--- src/rtl/load_store_unit.sv ---
// Load/store unit: decodes a memory instruction, issues a single registered
// bus access, waits for bus_ready (or a timeout), and returns the
// lane-extracted load result for one DONE cycle.
module load_store_unit #(
  parameter int TIMEOUT = 255
) (
  input  logic        clk,
  input  logic        rst_n,
  input  logic        mem_read,
  input  logic        mem_write,
  input  logic [2:0]  funct3,
  input  logic [31:0] addr,
  input  logic [31:0] wdata,
  output logic        stall,
  output logic [31:0] load_data,
  output logic        excp,
  output logic        bus_err,
  output logic        bus_req,
  output logic        bus_we,
  output logic [31:0] bus_addr,
  output logic [3:0]  bus_be,
  output logic [31:0] bus_wdata,
  input  logic        bus_ready,
  input  logic [31:0] bus_rdata
);

  typedef enum logic [1:0] {
    IDLE = 2'd0,
    REQ  = 2'd1,
    DONE = 2'd2
  } state_t;

  // The counter only has to represent 0..TIMEOUT-1.
  localparam int CW = (TIMEOUT < 2) ? 1 : $clog2(TIMEOUT);
  localparam logic [CW-1:0] WAIT_LAST = CW'(TIMEOUT - 1);

  state_t        state, state_nxt;
  logic [CW-1:0] wait_cnt;
  logic [2:0]    funct3_q;
  logic [1:0]    offset_q;

  logic          is_mem;
  logic          illegal;
  logic          misaligned;
  logic          access;
  logic          timeout_hit;
  logic [3:0]    be_nxt;
  logic [31:0]   wdata_nxt;
  logic [31:0]   shifted;
  logic [31:0]   load_ext;

  // Decode the instruction: exception, byte enables and replicated store data.
  // NOTE: every signal driven here gets a default first so no latch is inferred.
  always_comb begin
    is_mem     = mem_read | mem_write;
    illegal    = (funct3 == 3'b011) || (funct3 == 3'b110) || (funct3 == 3'b111) ||
                 (mem_write && funct3[2]);
    misaligned = ((funct3[1:0] == 2'b01) && addr[0]) ||
                 ((funct3[1:0] == 2'b10) && (addr[1:0] != 2'b00));
    excp       = is_mem & (illegal | misaligned);
    access     = is_mem & ~excp;

    // Loads always fetch the full word; only stores narrow the enables.
    be_nxt    = 4'b1111;
    wdata_nxt = wdata;
    unique case (funct3[1:0])
      2'b00: begin
        wdata_nxt = {4{wdata[7:0]}};
        if (mem_write) be_nxt = 4'b0001 << addr[1:0];
      end
      2'b01: begin
        wdata_nxt = {2{wdata[15:0]}};
        if (mem_write) be_nxt = 4'b0011 << addr[1:0];
      end
      default: ;
    endcase
  end

  // Extract and extend the addressed lane of the returned word.
  always_comb begin
    shifted  = bus_rdata >> {offset_q, 3'b000};
    load_ext = bus_rdata;
    unique case (funct3_q)
      3'b000:  load_ext = {{24{shifted[7]}}, shifted[7:0]};
      3'b100:  load_ext = {24'd0, shifted[7:0]};
      3'b001:  load_ext = {{16{shifted[15]}}, shifted[15:0]};
      3'b101:  load_ext = {16'd0, shifted[15:0]};
      default: load_ext = bus_rdata;
    endcase
  end

  // Next-state and stall logic.
  always_comb begin
    state_nxt   = state;
    stall       = 1'b0;
    timeout_hit = (wait_cnt == WAIT_LAST) && !bus_ready;
    unique case (state)
      IDLE: begin
        stall = access;
        if (access) state_nxt = REQ;
      end
      REQ: begin
        stall = 1'b1;
        if (bus_ready || timeout_hit) state_nxt = DONE;
      end
      DONE:    state_nxt = IDLE;
      default: state_nxt = IDLE;
    endcase
  end

  // State register; reset also aborts any access in flight.
  // NOTE: sequential state uses non-blocking assignments only.
  always_ff @(posedge clk or negedge rst_n) begin
    if (!rst_n) state <= IDLE;
    else        state <= state_nxt;
  end

  // Bus request, latched access attributes, wait counter and result registers.
  always_ff @(posedge clk or negedge rst_n) begin
    if (!rst_n) begin
      bus_req   <= 1'b0;
      bus_we    <= 1'b0;
      bus_addr  <= 32'd0;
      bus_be    <= 4'd0;
      bus_wdata <= 32'd0;
      funct3_q  <= 3'd0;
      offset_q  <= 2'd0;
      wait_cnt  <= '0;
      load_data <= 32'd0;
      bus_err   <= 1'b0;
    end else begin
      unique case (state)
        IDLE: begin
          if (access) begin
            bus_req   <= 1'b1;
            bus_we    <= mem_write;
            bus_addr  <= {addr[31:2], 2'b00};
            bus_be    <= be_nxt;
            bus_wdata <= wdata_nxt;
            funct3_q  <= funct3;
            offset_q  <= addr[1:0];
            wait_cnt  <= '0;
          end
        end
        REQ: begin
          if (bus_ready) begin
            bus_req   <= 1'b0;
            load_data <= bus_we ? 32'd0 : load_ext;
          end else if (timeout_hit) begin
            bus_req   <= 1'b0;
            load_data <= 32'd0;
            bus_err   <= 1'b1;
          end else begin
            wait_cnt  <= wait_cnt + 1'b1;
          end
        end
        default: begin
          // DONE: the result is visible for exactly one cycle.
          load_data <= 32'd0;
          bus_err   <= 1'b0;
        end
      endcase
    end
  end

endmodule

--- config.mk ---
export PLATFORM = sky130hd
export DESIGN_NAME = load_store_unit
export DESIGN_NICKNAME = d
export VERILOG_FILES = /design/src/rtl/load_store_unit.sv
export SDC_FILE = /design/constraint.sdc
export NUM_CORES = 1
export LEC_CHECK = 0
export BUFFER_PORTS_ARGS = -buffer_cell sky130_fd_sc_hd__buf_2
export CORE_MARGIN = 2
export CORE_UTILIZATION = 50
export CTS_CLUSTER_SIZE = 25
export DETAILED_ROUTE_END_ITERATION = 7
export GPL_ROUTABILITY_DRIVEN = 0
export PLACE_DENSITY = 0.85
export SYNTH_ARGS = -nofsm -noshare
export SYNTH_HDL_FRONTEND = slang
export SYNTH_SLANG_ARGS = --single-unit
--- constraint.sdc ---
create_clock -name clk -period 3.24 [get_ports clk]
set_clock_uncertainty 0.2 [all_clocks]
set_input_delay 0.162 -clock clk [delete_from_list [all_inputs] [get_ports clk]]
set_output_delay 0.162 -clock clk [all_outputs]
set_load 0.01 [all_outputs]
* After elaboration in Yosys (flattened, before gate mapping)
Cells that the tools add are included.
** Storage, ports and cells
- Bits in registers :: 116
- Latch bits :: 0
- Bits in writable memories :: 0
- ROM bits :: 0
- Input port bits :: 104
- Output and inout bits :: 105
- Word-level logic and storage cells :: 82
- Memories kept :: 0
** Operators by class
- Add/sub/neg operators :: 1
- Multiply operators :: 0
- Div/mod/pow operators :: 0
- Magnitude comparators :: 0
- Equality and inequality tests :: 16
- Shift-type cells :: 3
- Muxes and demuxes :: 24
- Bitwise operators :: 6
- Reduce and logical (&&, ||, !) cells :: 21
** Operator list (number)
- $pmux 32 s2 :: 2
- $pmux 32 s4 :: 1
- $mux 32 :: 3
- $shr 32x5->16 :: 1
- $mux 8 :: 3
- $pmux 8 s2 :: 1
- $eq 3x3->1 const B :: 4
- $ne 2x2->1 const B :: 5
- $add 8x1->8 const B :: 1
- $eq 8x8->1 const B :: 1
- $mux 4 :: 2
- $pmux 4 s2 :: 1
- $pmux 1 s2 :: 3
- $reduce_and 2->1 :: 3
- $reduce_and 3->1 :: 2
- $logic_or 1x1->1 :: 5
- $mux 1 :: 5
- $eq 2x1->1 const B :: 2
- $logic_and 1x1->1 :: 4
- $logic_not 2->1 :: 2
- $mux 2 :: 2
- $pmux 2 s2 :: 1
- $reduce_and 4->1 :: 1
- $reduce_bool 2->1 :: 2
- 11 further kinds :: 14

* Depth between registers and ports, before layout
- Word-level depth :: 10
- Depth in mapped cells :: 8
- Depth with buffers taken out :: 6

* Least setup slack after synthesis
Ideal clock, no wire load.
- Kind :: reg2reg
- Start point :: register wait_cnt[0]
- End point :: register load_data[14]
- Library setup time :: 0.118 ns
- Arrival :: 1.638 ns
- Required time :: 2.922 ns
- Setup slack :: 1.284 ns
- Stages on the path, launching flop included :: 8
- Path buffers :: 1
- Clock period less this slack :: 1.956 ns
- Cell sequence :: dfrtp_1 inv_1 ha_1 nand4_1 o21a_1 clkbuf_1 a22o_1 a21o_1
** On the way
- Cells in the longest elaborated chain, start to end :: 4
** Ends and longest elaborated chain
- from (decl) :: line 38 : logic [CW-1:0] wait_cnt;
- from (signal assigned) :: line 154 : wait_cnt <= wait_cnt + 1'b1;
- $eq 8x8->1 :: line 96 : timeout_hit = (wait_cnt == WAIT_LAST) && !bus_ready;
- $logic_and 1x1->1 :: line 96
- $ne 3x3->1 (no source line)
- $reduce_and 2->1 (no source line)
- to (signal assigned) :: line 148 : load_data <= bus_we ? 32'd0 : load_ext;
- to (decl) :: line 15 : output logic [31:0] load_data,
Every way passes these cells.
A chain may end at the register's enable or synchronous reset.

* Worst setup path in the final report
- Start point :: register wait_cnt[0]
- End point :: register load_data[3]
The elaborated chain is that of the path after synthesis.

==> out/results.tsv <==
stage	metric	value	unit
outcome	outcome	finished, final reports clean	
floorplan	ios	209	
floorplan	start_util	0.514	
finish	final.fill_count	640	
synthesis	yosys_warnings	0	
cts	post_cts_buffers	0	
floorplan	die_x	110	µm
cts	clock_latency	520	ps
grt	grt_pass1_vias	5528	
synthesis	synth_cell_types	53	
critical_path	cpMaxStageDelayCell	o21a_1	
finish	nets	886	
critical_path	cp-end-kind	flop	
finish	layout_commonest_cell	buf_2	
placement	preCtsSetupSlack	644	ps
route	routedWlPerCell	19.2	µm
cts	clk_path_buf_depth	2	
cts	clk_pin_slew	60	ps
power_and_ir_drop	power.leakage	0.00408	µW
grt	grt_overflow	0	
sta	slew_headroom	0.189	
finish	multi_input_area	0.00247	mm²
cts	cts_hold_buffers	113	
critical_path	cp-start-kind	flop	
sta	tightest_slew	1220	ps
route	ant_nets	0	
floorplan	die_h	110	µm
synthesis	synth-seq-cells	116	
synthesis	async_flop_share	1.00	
critical_path	cp_cell_sequence	inv_1, ha_1, nand4_1, o21a_1, nand2_1, o21ai_0, dlygate4sd3_1	
sta	timing.setup.tns	0	ps
critical_path	required	3500	ps
placement	dp.cells	784	
placement	hpwl	10200	µm
synthesis	netlist_area	0.00557	mm²
sta	period_needed	2970	ps
critical_path	critPathMaxFanout	32	
critical_path	arrival	3230	ps
critical_path	slowest_delay	940	ps
cts	cts_tree	built	
sta	rsz0062_at_grt	no	
cts	root_buffer	clkbuf_8	
finish	syn2layout_area_growth	50.9	%
grt	grt_usage	0.307	
route	vias	5168	
finish	regArea	0.00290	mm²
route	drt-pass1-iter-count	4	
grt	antenna_found_initial	0	
cts	postCtsResizedCells	0	
route	drt-total-wl	17800	µm
synthesis	synth-seq-area-share	0.521	
synthesis	synth_ff_type	dfrtp_1	
sta	setup_violations	0	
sta	max_freq	337	MHz
floorplan	die_area	0.0120	mm²
finish	fin_cells	928	
sta	hold_viol	0	
sta	drv_slew	0	
finish	diodes	0	
floorplan	core_area	0.0108	mm²
grt	grt_max_degree	117	
critical_path	criticalPathCategory	reg -> reg	
synthesis	syn-instance-count	463	
job	max_cap_violations	0	
placement	portBuffers	206	
sta	finalCritPeriodShare	0.916	
synthesis	avgSynthCellArea	12.0	µm²
route	drc	0	
floorplan	row_count	38	
critical_path	cp_top_family	compound AO/OA/AOI/OAI gates	
grt	grt_pass1_wl	27700	µm
finish	final_cell_mix	buf_2 (205), dfrtp_1 (116), dlygate4sd3_1 (113)	
min_path	holdCritPathClass	in -> async	
cts	numCtsBuffers	17	
critical_path	path_buf_inv	2	
cts	numClockSinks	116	
power_and_ir_drop	p_per_area	785	mW/mm²
finish	drive_above_1_share	0.419	
synthesis	synth_edf_count	0	
finish	fin_util	0.776	
route	viasPerCell	5.57	
route	drt_iter0_drc	387	
sta	finalWorstSetupSlack	271	ps
power_and_ir_drop	max-vdd-ir-drop	0.460	mV
cts	h-tree-depth	4	
cells in the mapped netlist, types with 4 or more instances:
library cell	instances	area [µm²]
dfrtp_1	116	2900
mux2_2	79	890
nand2_1	36	135
o21ai_0	33	165
mux2i_1	17	170
a221o_1	16	160
buf_2	13	65.1
a21oi_1	12	60.1
clkbuf_1	11	41.3
inv_1	11	41.3
nand2b_1	11	68.8
nor2_1	11	41.3
o211ai_1	9	67.6
a21o_1	7	52.6
a22o_1	7	61.3
ha_1	6	75.1
mux2_4	5	75.1
nand4_1	5	31.3
nor2b_1	5	31.3
nand3_1	4	20.0
final timing paths:
check                      depth (start not counted)  slack [ps]             to   startpoint
max                                                7         270   load_data[3]  wait_cnt[0]
max in group asynchronous                          3        2270  bus_wdata[25]        rst_n
max reg2reg                                        7         270   load_data[3]  wait_cnt[0]
min in group clk                                   2          70    funct3_q[0]    funct3[0]
min reg2reg                                        2         290        bus_err      bus_err
min                                                3          30    wait_cnt[3]        rst_n
tightest hold or removal path, cell delays in order:
cell and delay [ps]:
dlygate4sd3_1 530, buf_4 110, buf_12 410
layer usage:
layer	wire length, µm	GRT usage
met3	1530	0.0984
met4	795	0.158
met1	6540	0.344
met2	8980	0.524
met5	0	0
cell type report:
cell class	count	area share
sequential	116	0.345
multi-input combinational	306	0.294
timing repair buffer	324	0.265
clock buffer	20	0.0518
tap	140	0.0208
clock inverter	11	0.0189
inverter	11	0.00491
registers in the layout (all words and copies together) (netlist names):
signal and count:
wait_cnt 8, offset_q 2, funct3_q 3, bus_wdata 32, bus_addr 30, bus_be 4
bus_req 1, state 2, bus_we 1, load_data 32, bus_err 1
logic make-up after synthesis:
| family | count (synthesis) | share of synthesized area |
|---|---|---|
| flip-flops | 116 | 0.521 |
| multiplexers | 104 | 0.210 |
| AO/OA/AOI/OAI | 98 | 0.126 |
| AND/OR/NAND/NOR | 91 | 0.0846 |
| buffers and inverters | 42 | 0.0368 |
| adder cells (fa/ha/maj) | 6 | 0.0135 |
| XOR/XNOR | 5 | 0.00786 |
| other | 1 | 0.000673 |
through the flow:
step	instance area [µm²]	power (µW)	hold slack [ps]
final	8410	6600	33.4
after global routing	8410	6920	52.5
after CTS	8410	6530	43.8
after detailed placement	6680	4440	102
after global placement	6680	4330	93.5
after floorplan	5580	3540	-334
power breakdown:
group          internal (µW)  switching, µW  leakage [µW]
clock network           1260            672      0.000298
registers               2000            420       0.00144
logic                   1120           1130       0.00234
Power figures use the tool's default switching activity.
